$ cat src/rtl/afe_serial_arbiter.sv
// afe_serial_arbiter: round-robin sharing of the AFE serial transaction engine between command sources.
// Optional wait-state watchdog is compiled in when AFE_ARB_TIMEOUT_EN is defined.
module afe_serial_arbiter #(
   parameter int NUM_REQ        = 3,
   parameter int CMD_WIDTH      = 20,
   parameter int TIMEOUT_CYCLES = 1023
) (
   input  logic                         clk,
   input  logic                         reset,
   input  logic [NUM_REQ-1:0]           req,
   input  logic [NUM_REQ*CMD_WIDTH-1:0] req_command,
   output logic [NUM_REQ-1:0]           grant,
   output logic [NUM_REQ-1:0]           ack,
   input  logic                         serial_ready,
   output logic [CMD_WIDTH-1:0]         afe_command,
   output logic                         start_transaction,
   output logic                         busy,
   output logic                         timeout_err
);

   localparam int IDX_W = $clog2(NUM_REQ);

   localparam logic [2:0] ST_IDLE      = 3'd0;
   localparam logic [2:0] ST_LAUNCH    = 3'd1;
   localparam logic [2:0] ST_WAIT_BUSY = 3'd2;
   localparam logic [2:0] ST_WAIT_DONE = 3'd3;
   localparam logic [2:0] ST_ACK       = 3'd4;

   localparam logic [IDX_W:0]       NUM_REQ_W = (IDX_W+1)'(NUM_REQ);
   localparam logic [IDX_W-1:0]     LAST_IDX  = IDX_W'(NUM_REQ - 1);
   localparam logic [NUM_REQ-1:0]   ONE       = NUM_REQ'(1);

   if (NUM_REQ < 2 || NUM_REQ > 8) begin : g_bad_num_req
      $error("afe_serial_arbiter: NUM_REQ must be in 2..8");
   end
   if (TIMEOUT_CYCLES < 1 || TIMEOUT_CYCLES > 65535) begin : g_bad_timeout
      $error("afe_serial_arbiter: TIMEOUT_CYCLES must be in 1..65535");
   end

   logic [2:0]           state;
   logic [IDX_W-1:0]     ptr;
   logic [IDX_W-1:0]     idx;
   logic [IDX_W-1:0]     win_idx;
   logic                 win_found;
   logic [IDX_W:0]       probe;
   logic [CMD_WIDTH-1:0] win_cmd;
   logic                 timeout_hit;

   // Scan upward from the pointer, wrapping, so the first set request after the last winner is served.
   always_comb begin
      win_found = 1'b0;
      win_idx   = '0;
      probe     = '0;
      for (int k = 0; k < NUM_REQ; k++) begin
         probe = {1'b0, ptr} + (IDX_W+1)'(k);
         if (probe >= NUM_REQ_W) begin
            probe = probe - NUM_REQ_W;
         end
         if (!win_found && req[probe[IDX_W-1:0]]) begin
            win_found = 1'b1;
            win_idx   = probe[IDX_W-1:0];
         end
      end
   end

   always_comb begin
      win_cmd = '0;
      for (int i = 0; i < NUM_REQ; i++) begin
         if (win_idx == IDX_W'(i)) begin
            win_cmd = req_command[i*CMD_WIDTH +: CMD_WIDTH];
         end
      end
   end

`ifdef AFE_ARB_TIMEOUT_EN
   localparam logic [15:0] TIMEOUT_LAST = 16'(TIMEOUT_CYCLES - 1);

   logic [15:0] wait_cnt;
   logic        in_wait;
   logic        wait_exit;

   assign in_wait     = (state == ST_WAIT_BUSY) || (state == ST_WAIT_DONE);
   assign wait_exit   = ((state == ST_WAIT_BUSY) && !serial_ready) ||
                        ((state == ST_WAIT_DONE) &&  serial_ready);
   assign timeout_hit = in_wait && !wait_exit && (wait_cnt == TIMEOUT_LAST);

   // The count restarts whenever a wait state is entered, so each wait phase gets the full budget.
   always_ff @(posedge clk) begin
      if (reset) begin
         wait_cnt    <= '0;
         timeout_err <= 1'b0;
      end else begin
         if (in_wait && !wait_exit) begin
            wait_cnt <= wait_cnt + 16'd1;
         end else begin
            wait_cnt <= '0;
         end
         if (timeout_hit) begin
            timeout_err <= 1'b1;
         end
      end
   end
`else
   assign timeout_hit = 1'b0;
   assign timeout_err = 1'b0;
`endif

   always_ff @(posedge clk) begin
      if (reset) begin
         state             <= ST_IDLE;
         ptr               <= '0;
         idx               <= '0;
         grant             <= '0;
         ack               <= '0;
         afe_command       <= '0;
         start_transaction <= 1'b0;
         busy              <= 1'b0;
      end else begin
         case (state)
            ST_IDLE: begin
               if (serial_ready && win_found) begin
                  state             <= ST_LAUNCH;
                  idx               <= win_idx;
                  grant             <= ONE << win_idx;
                  afe_command       <= win_cmd;
                  start_transaction <= 1'b1;
                  busy              <= 1'b1;
               end
            end
            ST_LAUNCH: begin
               start_transaction <= 1'b0;
               state             <= ST_WAIT_BUSY;
            end
            ST_WAIT_BUSY: begin
               if (!serial_ready) begin
                  state <= ST_WAIT_DONE;
               end else if (timeout_hit) begin
                  state <= ST_ACK;
                  ack   <= grant;
               end
            end
            ST_WAIT_DONE: begin
               if (serial_ready || timeout_hit) begin
                  state <= ST_ACK;
                  ack   <= grant;
               end
            end
            ST_ACK: begin
               state       <= ST_IDLE;
               ack         <= '0;
               grant       <= '0;
               afe_command <= '0;
               busy        <= 1'b0;
               ptr         <= (idx == LAST_IDX) ? '0 : idx + IDX_W'(1);
            end
            default: begin
               state             <= ST_IDLE;
               grant             <= '0;
               ack               <= '0;
               afe_command       <= '0;
               start_transaction <= 1'b0;
               busy              <= 1'b0;
            end
         endcase
      end
   end

   a_grant_onehot: assert property (@(posedge clk) disable iff (reset) $onehot0(grant));
   a_ack_onehot:   assert property (@(posedge clk) disable iff (reset) $onehot0(ack));
   a_start_pulse:  assert property (@(posedge clk) disable iff (reset)
                                    start_transaction |=> !start_transaction);

endmodule

$ cat config.mk
export PLATFORM = sky130hd
export DESIGN_NAME = afe_serial_arbiter
export DESIGN_NICKNAME = d
export VERILOG_FILES = /design/src/rtl/afe_serial_arbiter.sv
export SDC_FILE = /design/constraint.sdc
export NUM_CORES = 1
export LEC_CHECK = 0
export BUFFER_PORTS_ARGS = -buffer_cell sky130_fd_sc_hd__buf_2
export CAP_MARGIN = 20
export CORE_UTILIZATION = 25
export CTS_BUF_LIST = sky130_fd_sc_hd__clkbuf_8 sky130_fd_sc_hd__clkbuf_16
export DETAILED_ROUTE_END_ITERATION = 6
export SETUP_SLACK_MARGIN = 0.4
export SYNTH_ARGS = -nofsm -noshare
export SYNTH_HDL_FRONTEND = slang
export SYNTH_SLANG_ARGS = --single-unit
export TNS_END_PERCENT = 50
$ cat constraint.sdc
create_clock -name clk -period 6.3 [get_ports clk]
set_input_delay 1.89 -clock clk [delete_from_list [all_inputs] [get_ports clk]]
set_output_delay 1.89 -clock clk [all_outputs]
set_load 0.02 [all_outputs]
==> results of run 1 <==
## cell type report
| cell class | instances | area (sq um) | area share |
|---|---|---|---|
| clock buffers | 5 | 68.8 | 0.0271 |
| well taps | 96 | 120 | 0.0474 |
| flip-flops and latches | 35 | 701 | 0.276 |
| repair buffers | 96 | 488 | 0.192 |
| clock inverters | 3 | 67.6 | 0.0267 |
| inverters | 22 | 82.6 | 0.0326 |
| multi-input cells | 133 | 1010 | 0.397 |
## metrics by stage
step	setup WS (ps)	cells	instance area (sq um)
after floorplan	2920	202	1850
after global placement	1970	382	2400
after detailed placement	1880	382	2400
after CTS	2170	390	2530
after global routing	1980	390	2530
final	2230	390	2530
## worst max-delay path: cells and delay by family
family / cells / cell delay [ps]
AND/OR/NAND/NOR: 1 / 740
buffers and inverters: 2 / 460
AO/OA/AOI/OAI: 3 / 930
multiplexers: 1 / 130
## routing by layer
layer / part of all wire / track usage / vias to the layer above
met3: 0.054 / 0.0349 / 4
li1: - / - / 907
met5: 0 / 0 / -
met1: 0.44 / 0.142 / 825
met4: 0.0081 / 0.0402 / 0
met2: 0.50 / 0.226 / 50
## flip-flops by register name, summed over array words and instances (netlist names)
signal             count
start_transaction      1
grant                  3
busy                   1
ack                    3
afe_command           20
idx                    2
state                  3
ptr                    2
## Yosys cell counts
| master | count | area (sq um) |
|---|---|---|
| nand3_1 | 20 | 100 |
| a21o_1 | 2 | 15.0 |
| a311oi_1 | 1 | 8.76 |
| dfxtp_1 | 35 | 701 |
| inv_1 | 22 | 82.6 |
| buf_2 | 4 | 20.0 |
| a21bo_2 | 1 | 10.0 |
| o21bai_1 | 1 | 7.51 |
| o221a_2 | 1 | 11.3 |
| a32o_1 | 1 | 10.0 |
| nand2_1 | 8 | 30.0 |
| a32oi_1 | 1 | 8.76 |
| a21oi_1 | 13 | 65.1 |
| nor2_1 | 9 | 33.8 |
| conb_1 | 1 | 3.75 |
| or2_2 | 2 | 12.5 |
| or3b_2 | 2 | 17.5 |
| buf_6 | 1 | 11.3 |
| o221ai_1 | 9 | 78.8 |
| o221ai_2 | 10 | 150 |
| o21ai_0 | 3 | 15.0 |
| nand3b_1 | 3 | 22.5 |
| nor3b_1 | 2 | 15.0 |
| clkbuf_1 | 5 | 18.8 |
| nor2b_1 | 4 | 25.0 |
| nor3_1 | 2 | 10.0 |
| nand4b_1 | 1 | 8.76 |
| mux2i_1 | 24 | 240 |
| nand2b_1 | 6 | 37.5 |
| or3_1 | 2 | 12.5 |
| buf_4 | 2 | 15.0 |
| ha_1 | 4 | 50.1 |
## power by group
group	switching (mW)	internal, mW	total [mW]
clock network	0.0828	0.158	0.241
registers	0.00960	0.239	0.249
logic	0.0700	0.0526	0.123
total	0.162	0.449	0.612
## cells by family (layout without fill, tap and decap cells)
kind of cell    after synthesis  after routing  synth area share
compound gates               43             43             0.206
fa+ha+maj                     4              4            0.0271
flops                        35             35             0.379
other cells                   1              1           0.00203
simple gates                 61             61             0.176
mux                          24             24             0.130
buf+inv                      34            126            0.0799
## worst max-delay path by stage
| stage | from | to | slack [ps] | cells after the start |
|---|---|---|---|---|
| after floorplan | req[0] | afe_command[2] | 2920 | 7 |
| after global placement | req[2] | afe_command[17] | 1970 | 7 |
| after detailed placement | req[2] | afe_command[14] | 1880 | 7 |
| after CTS | req[2] | afe_command[13] | 2170 | 7 |
| after global routing | req[2] | afe_command[19] | 1980 | 7 |
| final | req[2] | afe_command[13] | 2230 | 7 |
==> impl_metrics.ini, run 1 <==
[critical_path]
reg2reg_to = afe_command[13]
critPathKind = input pin to flip-flop
cp_slowest_stage_delay_ps = 740
arrival_ps = 4180
crit_path_end_kind = flip-flop
ff2ff_path_depth = 8
critPathLaunchType = input pin
critPathMaxFanout = 19
reg2reg_from = ptr[0]
path_cells = buf_2 -> mux2i_1 -> o221a_2 -> a21o_1 -> buf_4 -> or3_1 -> o221ai_1
rrSetupSlack_ps = 3150
critical_path_required_ps = 6410
critPathSlowestCell = or3_1

[global_routing]
grt_start_max_net_pins = 25
grt_pass1_vias = 1695
gr-total-overflow = 0
grt_first_pass_wirelength_um = 7530
track_usage = 0.125
antenna_found_initial = 0

[cts]
post_cts_buffers = 0
clk_path_buf_depth = 2
numClockSinks = 35
htree_levels = 2
cts-hold-fix-buffers = 0
cts_tree = yes
path_clk_slew_ps = 70
cts-resized-gates = 0
cts_buffers = 5
cts-root-buf = clkbuf_8
clk_latency_ps = 280

[die]
design.die.area_sq_mm = 0.00774
rows = 30
initial_core_util = 0.265
die_y_um = 88.0
pin_count = 95
core_area_sq_mm = 0.00698
die_w_um = 88.0

[finish]
final_cell_mix = 93 x buf_2, 35 x dfxtp_1, 24 x mux2i_1
utilization = 0.363
areaGrowthSynthToFinish_pct = 37.2
num-nets-final = 363
layout-drive-gt1-share = 0.412
antenna_cells = 0
final_common_cell = buf_2
nFillCells = 754

[placement]
port_buffers = 93
gp_congestion = 0.817
hpwl_um = 3420

[synthesis]
synth_cells = 202
ys_warn_count = 0
yosys_register_bits = 35
ys_seq_area_frac = 0.379
synth_nets = 272
syn_avg_cell_area_sq_um = 9.15
syn-cell-area_sq_mm = 0.00185
yosysUniqueCellTypes = 32

[drt]
drt_iter0_drc = 52
drc = 0
wl_per_cell_um = 11.7
drt-total-wl_um = 4580
dr_total_vias = 1786
viasPerCell = 4.58
ant_nets = 0
firstDrtPassIters = 4

[sta]
finalHoldViolations = 0
slew_violations = 0
hold_ws_ps = 459
rsz0062_at_grt = false
period_share = 0.645
tightestPinTransition_ps = 1020
slew_headroom = 0.321
finalClockSkew_ps = 6.61
setup_violations = 0
setup_tns_ps = 0
min_period_ps = 4070
max_freq_mhz = 246

[pwr]
max-vdd-ir-drop_mv = 0.0899
p_per_area_mw_per_mm2 = 241
p_leak_nw = 1.28
p_total_mw = 0.612

[run_status]
status = finished clean

[hold_path]
min_from = busy
holdPathStages = 2
min_to = busy
hold_path.class = flip-flop to flip-flop

[job]
maxCapViolations = 0
Note: power is estimated with default switching activity, not from simulation.
==> run 2, diff against run 1 <==
- clock period: 6.3 -> 3.99 ns (I/O delays scaled with it)
==> run 2 against run 1 <==
Against the previous run:
- clock power up 33%
- combinational power up 60%
- routed wire length up 4.8%
- first-iteration DRC count up 79%
- sequential cell count unchanged
- worst setup slack worse by 1200 ps
- critical path type unchanged
- critical endpoint is now afe_command[17]
- largest power group unchanged
==> impl_metrics.ini, run 2 (synthesis gave the netlist of run 1 again) <==
[cts]
cts_buffers = 5
cts-hold-fix-buffers = 0
htree_levels = 2
numClockSinks = 35
clk_latency_ps = 280
clk_path_buf_depth = 2
cts_tree = yes
cts-resized-gates = 0
cts-root-buf = clkbuf_8
post_cts_buffers = 0
path_clk_slew_ps = 70

[die]
design.die.area_sq_mm = 0.00774
die_y_um = 88.0
rows = 30
core_area_sq_mm = 0.00698
die_w_um = 88.0
pin_count = 95
initial_core_util = 0.265

[sta]
max_freq_mhz = 339
setup_violations = 0
rsz0062_at_grt = false
finalHoldViolations = 0
slew_headroom = 0.405
min_period_ps = 2950
setup_tns_ps = 0
tightestPinTransition_ps = 892
slew_violations = 0
finalClockSkew_ps = 6.42
period_share = 0.740

[global_routing]
track_usage = 0.129
grt_first_pass_wirelength_um = 7760
antenna_found_initial = 0
gr-total-overflow = 0
grt_pass1_vias = 1707
grt_start_max_net_pins = 25

[drt]
ant_nets = 0
drc = 0
dr_total_vias = 1787
viasPerCell = 4.55
wl_per_cell_um = 12.2
drt-total-wl_um = 4800
drt_iter0_drc = 93
firstDrtPassIters = 4

[placement]
hpwl_um = 3530
gp_congestion = 0.699
port_buffers = 93
place_inst = 385

[critical_path]
cp_slowest_stage_delay_ps = 760
critPathMaxFanout = 19
cp_top_family = compound AO/OA/AOI/OAI gates
critPathSlowestCell = or3_1
critPathLaunchType = input pin
critical_path_required_ps = 4110
crit_path_end_kind = flip-flop
critPathKind = input pin to flip-flop
path_cells = buf_2 -> mux2i_1 -> o221a_2 -> a21o_1 -> or3_1 -> o221ai_1
crit_buf_inv = 1
arrival_ps = 3070

[finish]
nFillCells = 771
layout-drive-gt1-share = 0.418
final_cell_mix = 93 x buf_2, 35 x dfxtp_1, 24 x mux2i_1
finalNonFillerCells = 393
num-nets-final = 366
final_common_cell = buf_2
largest_reg_flops = 20
utilization = 0.363
regMostFlops = afe_command
areaGrowthSynthToFinish_pct = 37.1
antenna_cells = 0

[run_status]
status = finished clean

[pwr]
p_leak_nw = 1.29
p_per_area_mw_per_mm2 = 359
max-vdd-ir-drop_mv = 0.128

[hold_path]
hold_path.class = flip-flop to flip-flop

[job]
maxCapViolations = 0
[run 2: metal layers]
metal	part of all wire	GRT usage	routed length, um	vias to the layer above
met5	0	0	0	-
li1	-	-	-	916
met4	0.011	0.0358	52	0
met1	0.43	0.156	2080	804
met2	0.49	0.221	2340	62
met3	0.069	0.0368	329	5
[run 2: metrics by stage]
step / hold WS [ps] / setup WS, ps / instance area (sq um) / total power [mW]
finish: 462 / 1040 / 2530 / 0.910
floorplan: 456 / 1300 / 1850 / 0.521
global placement: 438 / 833 / 2420 / 0.598
detailed placement: 454 / 687 / 2420 / 0.600
CTS: 466 / 989 / 2530 / 0.925
global route: 471 / 932 / 2530 / 0.962
[run 2: tightest hold or removal path: stages, from the launching register on]
cell and delay, ps:
dfxtp_1 320, inv_1 50, a21oi_1 50
[run 2: path summary, 6_finish.rpt]
check	from	end	slack, ps	depth (start not counted)
max	req[2]	afe_command[17]	1040	6
min	busy	busy	460	2
max reg2reg	ptr[0]	afe_command[17]	1310	7
min reg2reg	busy	busy	460	2
[run 2: area by class of cell]
type	instances	area [sq um]	share of cell area
Timing Repair Buffer	99	510	0.201
Multi-Input combinational cell	133	1010	0.398
Tap cell	96	120	0.0474
Inverter	22	82.6	0.0326
Clock inverter	3	43.8	0.0173
Clock buffer	5	68.8	0.0272
Sequential cell	35	701	0.277
[run 2: power by group]
group	switching (mW)	internal (mW)	leakage, nW
clock	0.134	0.186	0.0581
combinational	0.112	0.0857	0.948
sequential	0.0154	0.377	0.286
total	0.261	0.649	1.29
